==> config.mk <==
export PLATFORM = sky130hd
export DESIGN_NAME = rf_writeback
export DESIGN_NICKNAME = d
export VERILOG_FILES = /design/src/rtl/rf_wb_pkg.sv /design/src/rtl/rf_wb_fifo.sv /design/src/rtl/rf_writeback.sv
export SDC_FILE = /design/constraint.sdc
export NUM_CORES = 1
export LEC_CHECK = 0
export BUFFER_PORTS_ARGS = -buffer_cell sky130_fd_sc_hd__buf_2
export CAP_MARGIN = 30
export CORE_MARGIN = 2
export CORE_UTILIZATION = 45
export DETAILED_ROUTE_END_ITERATION = 10
export PLACE_DENSITY = 0.69
export RECOVER_POWER = 100
export SYNTH_ARGS = -nofsm -noshare
export SYNTH_HDL_FRONTEND = slang
export SYNTH_SLANG_ARGS = --single-unit
==> constraint.sdc <==
create_clock -name clk -period 4 [get_ports clk]
set_clock_uncertainty 0.15 [all_clocks]
set_input_delay 0.2 -clock clk [delete_from_list [all_inputs] [get_ports clk]]
set_output_delay 0.2 -clock clk [all_outputs]
set_load 0.05 [all_outputs]
==> src/rtl/rf_wb_pkg.sv <==
// Shared widths, load encodings and the write-back entry type for rf_writeback.
package rf_wb_pkg;

  localparam int unsigned XLEN   = 32;
  localparam int unsigned REG_AW = 5;

  localparam logic [2:0] F3_LB  = 3'b000;
  localparam logic [2:0] F3_LH  = 3'b001;
  localparam logic [2:0] F3_LW  = 3'b010;
  localparam logic [2:0] F3_LBU = 3'b100;
  localparam logic [2:0] F3_LHU = 3'b101;

  typedef struct packed {
    logic [REG_AW-1:0] rd;
    logic [XLEN-1:0]   data;
  } wb_entry_t;

  // Byte/halfword selection and extension of a returned load word.
  function automatic logic [XLEN-1:0] load_extract(input logic [2:0]      funct3,
                                                   input logic [1:0]      addr_lo,
                                                   input logic [XLEN-1:0] rdata);
    logic [7:0]  b;
    logic [15:0] h;
    logic [XLEN-1:0] res;
    case (addr_lo)
      2'd0:    b = rdata[7:0];
      2'd1:    b = rdata[15:8];
      2'd2:    b = rdata[23:16];
      default: b = rdata[31:24];
    endcase
    h = addr_lo[1] ? rdata[31:16] : rdata[15:0];
    case (funct3)
      F3_LB:   res = {{(XLEN-8){b[7]}}, b};
      F3_LH:   res = {{(XLEN-16){h[15]}}, h};
      F3_LW:   res = rdata;
      F3_LBU:  res = {{(XLEN-8){1'b0}}, b};
      F3_LHU:  res = {{(XLEN-16){1'b0}}, h};
      default: res = '0;
    endcase
    return res;
  endfunction

endpackage

==> src/rtl/rf_wb_fifo.sv <==
// ALU result buffer holding {rd, data}; per-entry rd/valid exposed for the hazard scoreboard.
module rf_wb_fifo
  import rf_wb_pkg::*;
#(
  parameter int unsigned DEPTH = 2
) (
  input  logic                          clk,
  input  logic                          rst,
  input  logic                          push,
  input  wb_entry_t                     push_entry,
  input  logic                          pop,
  output wb_entry_t                     head,
  output logic                          full,
  output logic                          empty,
  output logic [DEPTH-1:0][REG_AW-1:0]  ent_rd,
  output logic [DEPTH-1:0]              ent_vld
);

  localparam int unsigned PW = (DEPTH > 1) ? $clog2(DEPTH) : 1;

  wb_entry_t [DEPTH-1:0] mem_q, mem_d;
  logic [DEPTH-1:0]      vld_q, vld_d;
  logic [PW-1:0]         wr_ptr_q, wr_ptr_d;
  logic [PW-1:0]         rd_ptr_q, rd_ptr_d;

  assign full    = &vld_q;
  assign empty   = ~|vld_q;
  assign head    = mem_q[rd_ptr_q];
  assign ent_vld = vld_q;

  always_comb begin
    for (int i = 0; i < int'(DEPTH); i++) ent_rd[i] = mem_q[i].rd;
  end

  // Pointers wrap naturally because DEPTH is a power of two.
  always_comb begin
    mem_d    = mem_q;
    vld_d    = vld_q;
    wr_ptr_d = wr_ptr_q;
    rd_ptr_d = rd_ptr_q;
    if (pop && !empty) begin
      vld_d[rd_ptr_q] = 1'b0;
      rd_ptr_d        = rd_ptr_q + PW'(1);
    end
    if (push && !full) begin
      mem_d[wr_ptr_q] = push_entry;
      vld_d[wr_ptr_q] = 1'b1;
      wr_ptr_d        = wr_ptr_q + PW'(1);
    end
  end

  always_ff @(posedge clk) begin
    if (rst) begin
      vld_q    <= '0;
      wr_ptr_q <= '0;
      rd_ptr_q <= '0;
    end else begin
      vld_q    <= vld_d;
      wr_ptr_q <= wr_ptr_d;
      rd_ptr_q <= rd_ptr_d;
    end
  end

  always_ff @(posedge clk) begin
    mem_q <= mem_d;
  end

endmodule

==> src/rtl/rf_writeback.sv <==
// Register-file write-back sequencer: merges ALU results and load returns, tracks pending rds.
// Optional RF_WB_ALU_BYPASS_EN: ALU result skips the FIFO when it is empty and no load completes.
module rf_writeback
  import rf_wb_pkg::*;
#(
  parameter int unsigned ALU_FIFO_DEPTH = 2
) (
  input  logic                clk,
  input  logic                rst,
  input  logic                alu_valid,
  output logic                alu_ready,
  input  logic [REG_AW-1:0]   alu_rd,
  input  logic [XLEN-1:0]     alu_data,
  input  logic                ld_issue,
  output logic                ld_ready,
  input  logic [REG_AW-1:0]   ld_rd,
  input  logic [2:0]          ld_funct3,
  input  logic [1:0]          ld_addr_lo,
  input  logic                mem_rvalid,
  input  logic [XLEN-1:0]     mem_rdata,
  input  logic [REG_AW-1:0]   rs1,
  input  logic [REG_AW-1:0]   rs2,
  output logic                hazard,
  output logic                WrEn_RF,
  output logic [REG_AW-1:0]   WAddr_RF,
  output logic [XLEN-1:0]     WD_RF
);

  logic                ld_pend_q, ld_pend_d;
  logic [REG_AW-1:0]   ld_rd_q, ld_rd_d;
  logic [2:0]          ld_f3_q, ld_f3_d;
  logic [1:0]          ld_lo_q, ld_lo_d;
  logic                wr_en_q, wr_en_d;
  logic [REG_AW-1:0]   waddr_q, waddr_d;
  logic [XLEN-1:0]     wdata_q, wdata_d;

  logic                              fifo_push, fifo_pop, fifo_full, fifo_empty;
  wb_entry_t                         alu_entry, fifo_head;
  logic [ALU_FIFO_DEPTH-1:0][REG_AW-1:0] fifo_rd;
  logic [ALU_FIFO_DEPTH-1:0]         fifo_vld;
  logic                              alu_fire, ld_done, bypass;
  logic                              hit_rs1, hit_rs2;

  assign alu_ready = ~fifo_full;
  assign ld_ready  = ~ld_pend_q;
  assign alu_fire  = alu_valid & ~fifo_full;
  assign ld_done   = ld_pend_q & mem_rvalid;
  assign alu_entry = {alu_rd, alu_data};

  rf_wb_fifo #(.DEPTH(ALU_FIFO_DEPTH)) u_fifo (
    .clk        (clk),
    .rst        (rst),
    .push       (fifo_push),
    .push_entry (alu_entry),
    .pop        (fifo_pop),
    .head       (fifo_head),
    .full       (fifo_full),
    .empty      (fifo_empty),
    .ent_rd     (fifo_rd),
    .ent_vld    (fifo_vld)
  );

  // Load capture plus write arbitration: a completing load beats the FIFO head.
  always_comb begin
    ld_pend_d = ld_pend_q;
    ld_rd_d   = ld_rd_q;
    ld_f3_d   = ld_f3_q;
    ld_lo_d   = ld_lo_q;
    wr_en_d   = 1'b0;
    waddr_d   = waddr_q;
    wdata_d   = wdata_q;
    fifo_pop  = 1'b0;
    bypass    = 1'b0;

    if (ld_issue && !ld_pend_q) begin
      ld_pend_d = 1'b1;
      ld_rd_d   = ld_rd;
      ld_f3_d   = ld_funct3;
      ld_lo_d   = ld_addr_lo;
    end

    if (ld_done) begin
      ld_pend_d = 1'b0;
      wr_en_d   = (ld_rd_q != '0);
      waddr_d   = ld_rd_q;
      wdata_d   = load_extract(ld_f3_q, ld_lo_q, mem_rdata);
    end else if (!fifo_empty) begin
      fifo_pop  = 1'b1;
      wr_en_d   = 1'b1;
      waddr_d   = fifo_head.rd;
      wdata_d   = fifo_head.data;
    end
`ifdef RF_WB_ALU_BYPASS_EN
    else if (alu_fire) begin
      bypass    = 1'b1;
      wr_en_d   = (alu_rd != '0);
      waddr_d   = alu_rd;
      wdata_d   = alu_data;
    end
`endif

    // rd = 0 results are accepted but never stored.
    fifo_push = alu_fire && (alu_rd != '0) && !bypass;
  end

  always_ff @(posedge clk) begin
    if (rst) begin
      ld_pend_q <= 1'b0;
      ld_rd_q   <= '0;
      ld_f3_q   <= '0;
      ld_lo_q   <= '0;
      wr_en_q   <= 1'b0;
      waddr_q   <= '0;
      wdata_q   <= '0;
    end else begin
      ld_pend_q <= ld_pend_d;
      ld_rd_q   <= ld_rd_d;
      ld_f3_q   <= ld_f3_d;
      ld_lo_q   <= ld_lo_d;
      wr_en_q   <= wr_en_d;
      waddr_q   <= waddr_d;
      wdata_q   <= wdata_d;
    end
  end

  // Pending rds: outstanding load, live FIFO entries, and the write in flight.
  always_comb begin
    hit_rs1 = (ld_pend_q && (ld_rd_q == rs1)) || (wr_en_q && (waddr_q == rs1));
    hit_rs2 = (ld_pend_q && (ld_rd_q == rs2)) || (wr_en_q && (waddr_q == rs2));
    for (int i = 0; i < int'(ALU_FIFO_DEPTH); i++) begin
      hit_rs1 = hit_rs1 || (fifo_vld[i] && (fifo_rd[i] == rs1));
      hit_rs2 = hit_rs2 || (fifo_vld[i] && (fifo_rd[i] == rs2));
    end
  end

  assign hazard   = ((rs1 != '0) && hit_rs1) || ((rs2 != '0) && hit_rs2);
  assign WrEn_RF  = wr_en_q;
  assign WAddr_RF = waddr_q;
  assign WD_RF    = wdata_q;

endmodule

# Word-level counts from Yosys, hierarchy flattened
# Cells that the tools add are included.
# Widths: inputs -> output; s select.
# op_classes
n_addsub,2
order_cmp,4
n_eq_ne,14
n_mux,21
n_bitwise,7
n_reduce_logical,35
# ops
cell,count
$pmux 32 s5,1
$mux 37,3
$bwmux 74,1
$mux 32,2
$eq 5x5->1,8
$demux 37 s1,1
$pmux 8 s3,1
$reduce_bool 5->1,4
$logic_and 1x1->1,16
$mux 16,1
$mux 5,2
$logic_or 1x1->1,7
$eq 3x3->1 const B,2
$mux 1,5
$lt 1x2->1 const B,2
$mux 2,2
$reduce_or 2->1,2
$eq 3x1->1 const B,1
$eq 3x2->1 const B,1
$logic_not 3->1,1
$add 1x1->1 const B,2
$and 1x1->1,2
$and 2x2->2,1
$demux 1 s1,2
other kinds (10),13
# totals
register_bits,127
out_inout_bits,41

# Depth between registers and ports, before layout
# depth
word_depth,9
ltp_mapped,7
depth_no_buf,5

# Cells and area by module
# Synthesis repeated with hierarchy kept, for this count alone.
# hier_totals
cells_unflattened,580
hier_area_um2,6301.0
# by_module_without_submodules
mod,n_inst,cells_per_inst,area_each_um2,seq_area_each_um2
rf_writeback,1,433,3380.7,980.9
rf_wb_fifo,1,147,2920.3,2302.2

# Worst setup path after synthesis
# OpenSTA, ideal clock, no wires.
# synth_path
path_type,flip-flop to flip-flop
start,"register u_fifo.vld_q[0], in the netlist u_fifo.ent_vld[0]"
end,"register u_fifo.mem_q (netlist bit u_fifo.ent_rd[5]), enable pin"
setup_time_ps,433
arrival_time_ps,2645
t_required_ps,3417
path_slack_ps,772
path_stages_with_launch,5
path_buffers,1
synth_period_minus_slack_ps,3228
cell_sequence,dfxtp_1 clkbuf_1 nand2_1 o211ai_1 nor2_1
# synth_between
elab_chain_cells,5
# synth_rtl
element,line,text
start: declaration,rf_wb_fifo.sv:22,"logic [DEPTH-1:0] vld_q, vld_d;"
start signal: assignment,rf_wb_fifo.sv:58,vld_q <= vld_d;
$reduce_and 2->1,rf_wb_fifo.sv:26,assign full = &vld_q;
$not 1->1,--,
net alu_ready,rf_writeback.sv:11,"output logic alu_ready,"
$and 1x1->1,rf_writeback.sv:46,assign alu_fire = alu_valid & ~fifo_full;
$logic_and 1x1->1,rf_writeback.sv:103,fifo_push = alu_fire && (alu_rd != '0) && !bypass;
$logic_and 1x1->1,rf_wb_fifo.sv:45,if (push && !full) begin
end signal: assignment,rf_wb_fifo.sv:65,mem_q <= mem_d;
end: declaration,rf_wb_fifo.sv:21,"wb_entry_t [DEPTH-1:0] mem_q, mem_d;"
# The timed path passes the listed nets, and every way through them passes these cells.
# A chain may end at the register's enable or synchronous reset.

# Worst setup path after layout
# layout_path
start,input port alu_rd[1]
end,"register u_fifo.mem_q[29] (netlist bit), enable pin"
# layout_between
elab_chain_cells,3
# layout_rtl
element,line,text
start: declaration,rf_writeback.sv:12,"input logic [REG_AW-1:0] alu_rd,"
$reduce_bool 5->1,rf_writeback.sv:103,
$logic_and 1x1->1,rf_writeback.sv:103,
$logic_and 1x1->1,rf_wb_fifo.sv:45,
# Every way passes these cells.

==> out/metrics.cfg <==
[setup_path]
critPathBufInv = 4
path_cells = dlygate4sd3_1 > clkbuf_1 > or4_1 > o211ai_1 > nand2b_1 > inv_1 > clkbuf_1
required_ps = 3860
cp.arrival_ps = 3100
max_stage_delay_ps = 1310
cpLargestDelayFamily = buffers and inverters
cp-start-kind = input port
crit_path_top_delay_cell = clkbuf_1
ff2ff_path_depth = 5
crit_type = in -> reg
critPathMostFrequentCell = clkbuf_1
crit_cells = 7
cp-end-kind = flop
worstPathMaxFanout = 27

[placed_design]
dp_hpwl_mm = 10.8
portBuffers = 134
pre_cts_slack_ps = 1400
place.gp.congestion = 0.900
place_area_sq_mm = 0.00669
dp.cells = 772

[power]
vdd_drop_max_mv = 0.380
power.leakage_nw = 2.85
power.density_mw_per_mm2 = 487

[final_layout]
drive_above_1_share_pct = 17.7
final_common_cell = clkbuf_1
n_fill_cell = 1072
areaGrowthSynthToFinish_pct = 31.9
nets = 772
final_cells = 864
mostFrequentLayoutCells = 75 x clkbuf_1, 74 x edfxtp_1, 63 x nor2_1, 59 x dlygate4sd3_1, 59 x buf_2
fin_area_sq_mm = 0.00774

[logic_synthesis]
synth_area_sq_mm = 0.00587
synth_edf_count = 74
synth_area_leader_cell = edfxtp_1
yosys-top-cells-area = edfxtp_1 38%, dfxtp_1 18%, mux2i_1 5.1%
synth-main-ff-cell = edfxtp_1
netlist.area_leader.share_pct = 37.9
ys_seq_area_share_pct = 55.9
ys_types = 41
synth_nets = 592
synth_seq_cells = 127
avgSynthCellArea_sq_um = 11.8
ys_async_sr_fraction_pct = 0
synth_warnings = 0
syn-instance-count = 498

[grt]
grt_usage_pct = 23.4
grt_overflow = 0
grt_use_met3_pct = 5.84
grt_max_degree = 55
grtUsageMet1_pct = 29.0
grt_pass1_vias = 4938
antenna_found_initial = 1
grt_pass1_wl_mm = 25.3
grt-busiest-layer = met2
met2_usage_pct = 39.3

[route]
antenna_left = 0
vias_per_cell = 5.55
totalWireLength_mm = 15.9
drtPass1Iterations = 5
wl_per_cell_um = 18.5
vias = 4794
drt_iter0_markers = 480
drc = 0

[outcome]
outcome = finished with violations
violations = max-capacitance violations, max-slew violations

[floorplan]
core_sq_mm = 0.0127
ioPinCount = 135
die_h_um = 118
start_util_pct = 46.3
die-width_um = 118
rows = 41
die_area_sq_mm = 0.0140

[timing]
finalHoldViolCount = 0
rsz0062_at_grt = false
tns_ps = 0
drv_slew = 59
finalSetupViolations = 0
tightest_slew_ps = 1750
relSlewSlack_pct = -17.6
min_period_ps = 3250
clock.fmax_mhz = 308
period_share_pct = 81.2
setup_ws_ps = 752

[clocking]
cts_tree = done
cts_sinks = 127
cts_buffer_depth = 2
htree_levels = 4
root_buffer = clkbuf_16
clkLatencyLatePin_ps = 410
cts_buffers = 17
clk_pin_slew_ps = 60

[flow_run]
drv_cap = 3

[min_path]
hold_depth = 3
hp-class = in -> reg

-- worst paths after layout --
check | start | to | slack (ps)
worst max-delay path | alu_rd[1] | u_fifo.mem_q[29] | 750
worst min register to register | u_fifo.wr_ptr_q | u_fifo.wr_ptr_q | 310
worst max register to register | u_fifo.ent_vld[0] | u_fifo.mem_q[29] | 790
worst min-delay path | mem_rdata[26] | WD_RF[26] | 20
-- worst min-delay path: stages --
cell and delay, ps:
buf_2 130, a21oi_1 80, o22ai_1 130
-- where the power goes --
part	switching, W	internal, W	total, W
Clock	0.000570	0.000927	0.00150
Combinational	0.000435	0.000275	0.000710
Sequential	0.0000760	0.00149	0.00156
Total	0.00108	0.00269	0.00377
-- Yosys cell counts, types with 2 or more instances --
master     n
mux2i_1   30
nand3_1    8
inv_1      4
nand2b_1   3
xnor2_1    9
or4_1      2
dfxtp_1   53
buf_2     10
buf_6      2
a221o_1   16
a211oi_1   2
mux4_2     2
xor2_1    32
nor3_1     4
a222oi_1  16
nand4_1    2
mux4_1     6
nor2_1    63
mux2_2    16
o21ai_0    3
buf_4      2
edfxtp_1  74
clkbuf_1  24
nor4_1    10
buf_1      4
o22ai_1   14
nand2_1   28
a21oi_1   42
a221oi_1   5
-- kinds of logic (layout without fill, tap and decap cells) --
kind of cell	Yosys count	count (layout)	share of synthesized area (%)
AOI/OAI and AO/OA	104	104	12.9
xor gates and xnor gates	41	41	6.12
buffers and inverters	46	239	3.54
DFF	127	127	55.9
muxes	54	54	11.6
other	0	1	0
and+or+nand+nor	126	126	9.81
-- final cells by class --
cell class              count  area (sq um)  share of cell area, %
clock inverters            11           103                   1.33
multi-input cells         325          2360                   30.5
flip-flops and latches    127          3280                   42.4
diodes                      1          2.50                 0.0323
clock buffers              21           482                   6.22
well taps                 172           215                   2.78
inverters                   4          15.0                  0.194
repair buffers            203          1280                   16.5
-- state kept, by name (all words and copies together), names as in the netlist --
| signal | cells |
|---|---|
| u_fifo.mem_q | 64 |
| WD_RF | 32 |
| u_fifo.ent_rd | 10 |
| WAddr_RF | 5 |
| ld_rd_q | 5 |
| ld_f3_q | 3 |
| ld_lo_q | 2 |
| u_fifo.ent_vld | 2 |
| WrEn_RF | 1 |
| ld_pend_q | 1 |
| u_fifo.rd_ptr_q | 1 |
| u_fifo.wr_ptr_q | 1 |
-- metrics by stage --
stage                     hold slack (ps)  total power (W)  util, %
after floorplan                       149          0.00206        -
after global placement                237          0.00224     52.3
after detailed placement              242          0.00227     52.8
after CTS                            4.48          0.00380     62.1
after global routing                 33.8          0.00391     61.1
final                                21.9          0.00377     61.1
-- per-layer routing --
layer  up-vias  wire length, um
li1       2241                -
met1      2325             6650
met2       197             7940
met3        31              986
met4         0              366
met5         -                0
-- timing repair --
action / in CTS / in global routing
buffers inserted: 0 / 0
hold endpoints to repair: 96 / 0
hold buffers: 59 / 0
gates resized for setup: 0 / 0
Note: power is estimated with default switching activity, not from simulation.
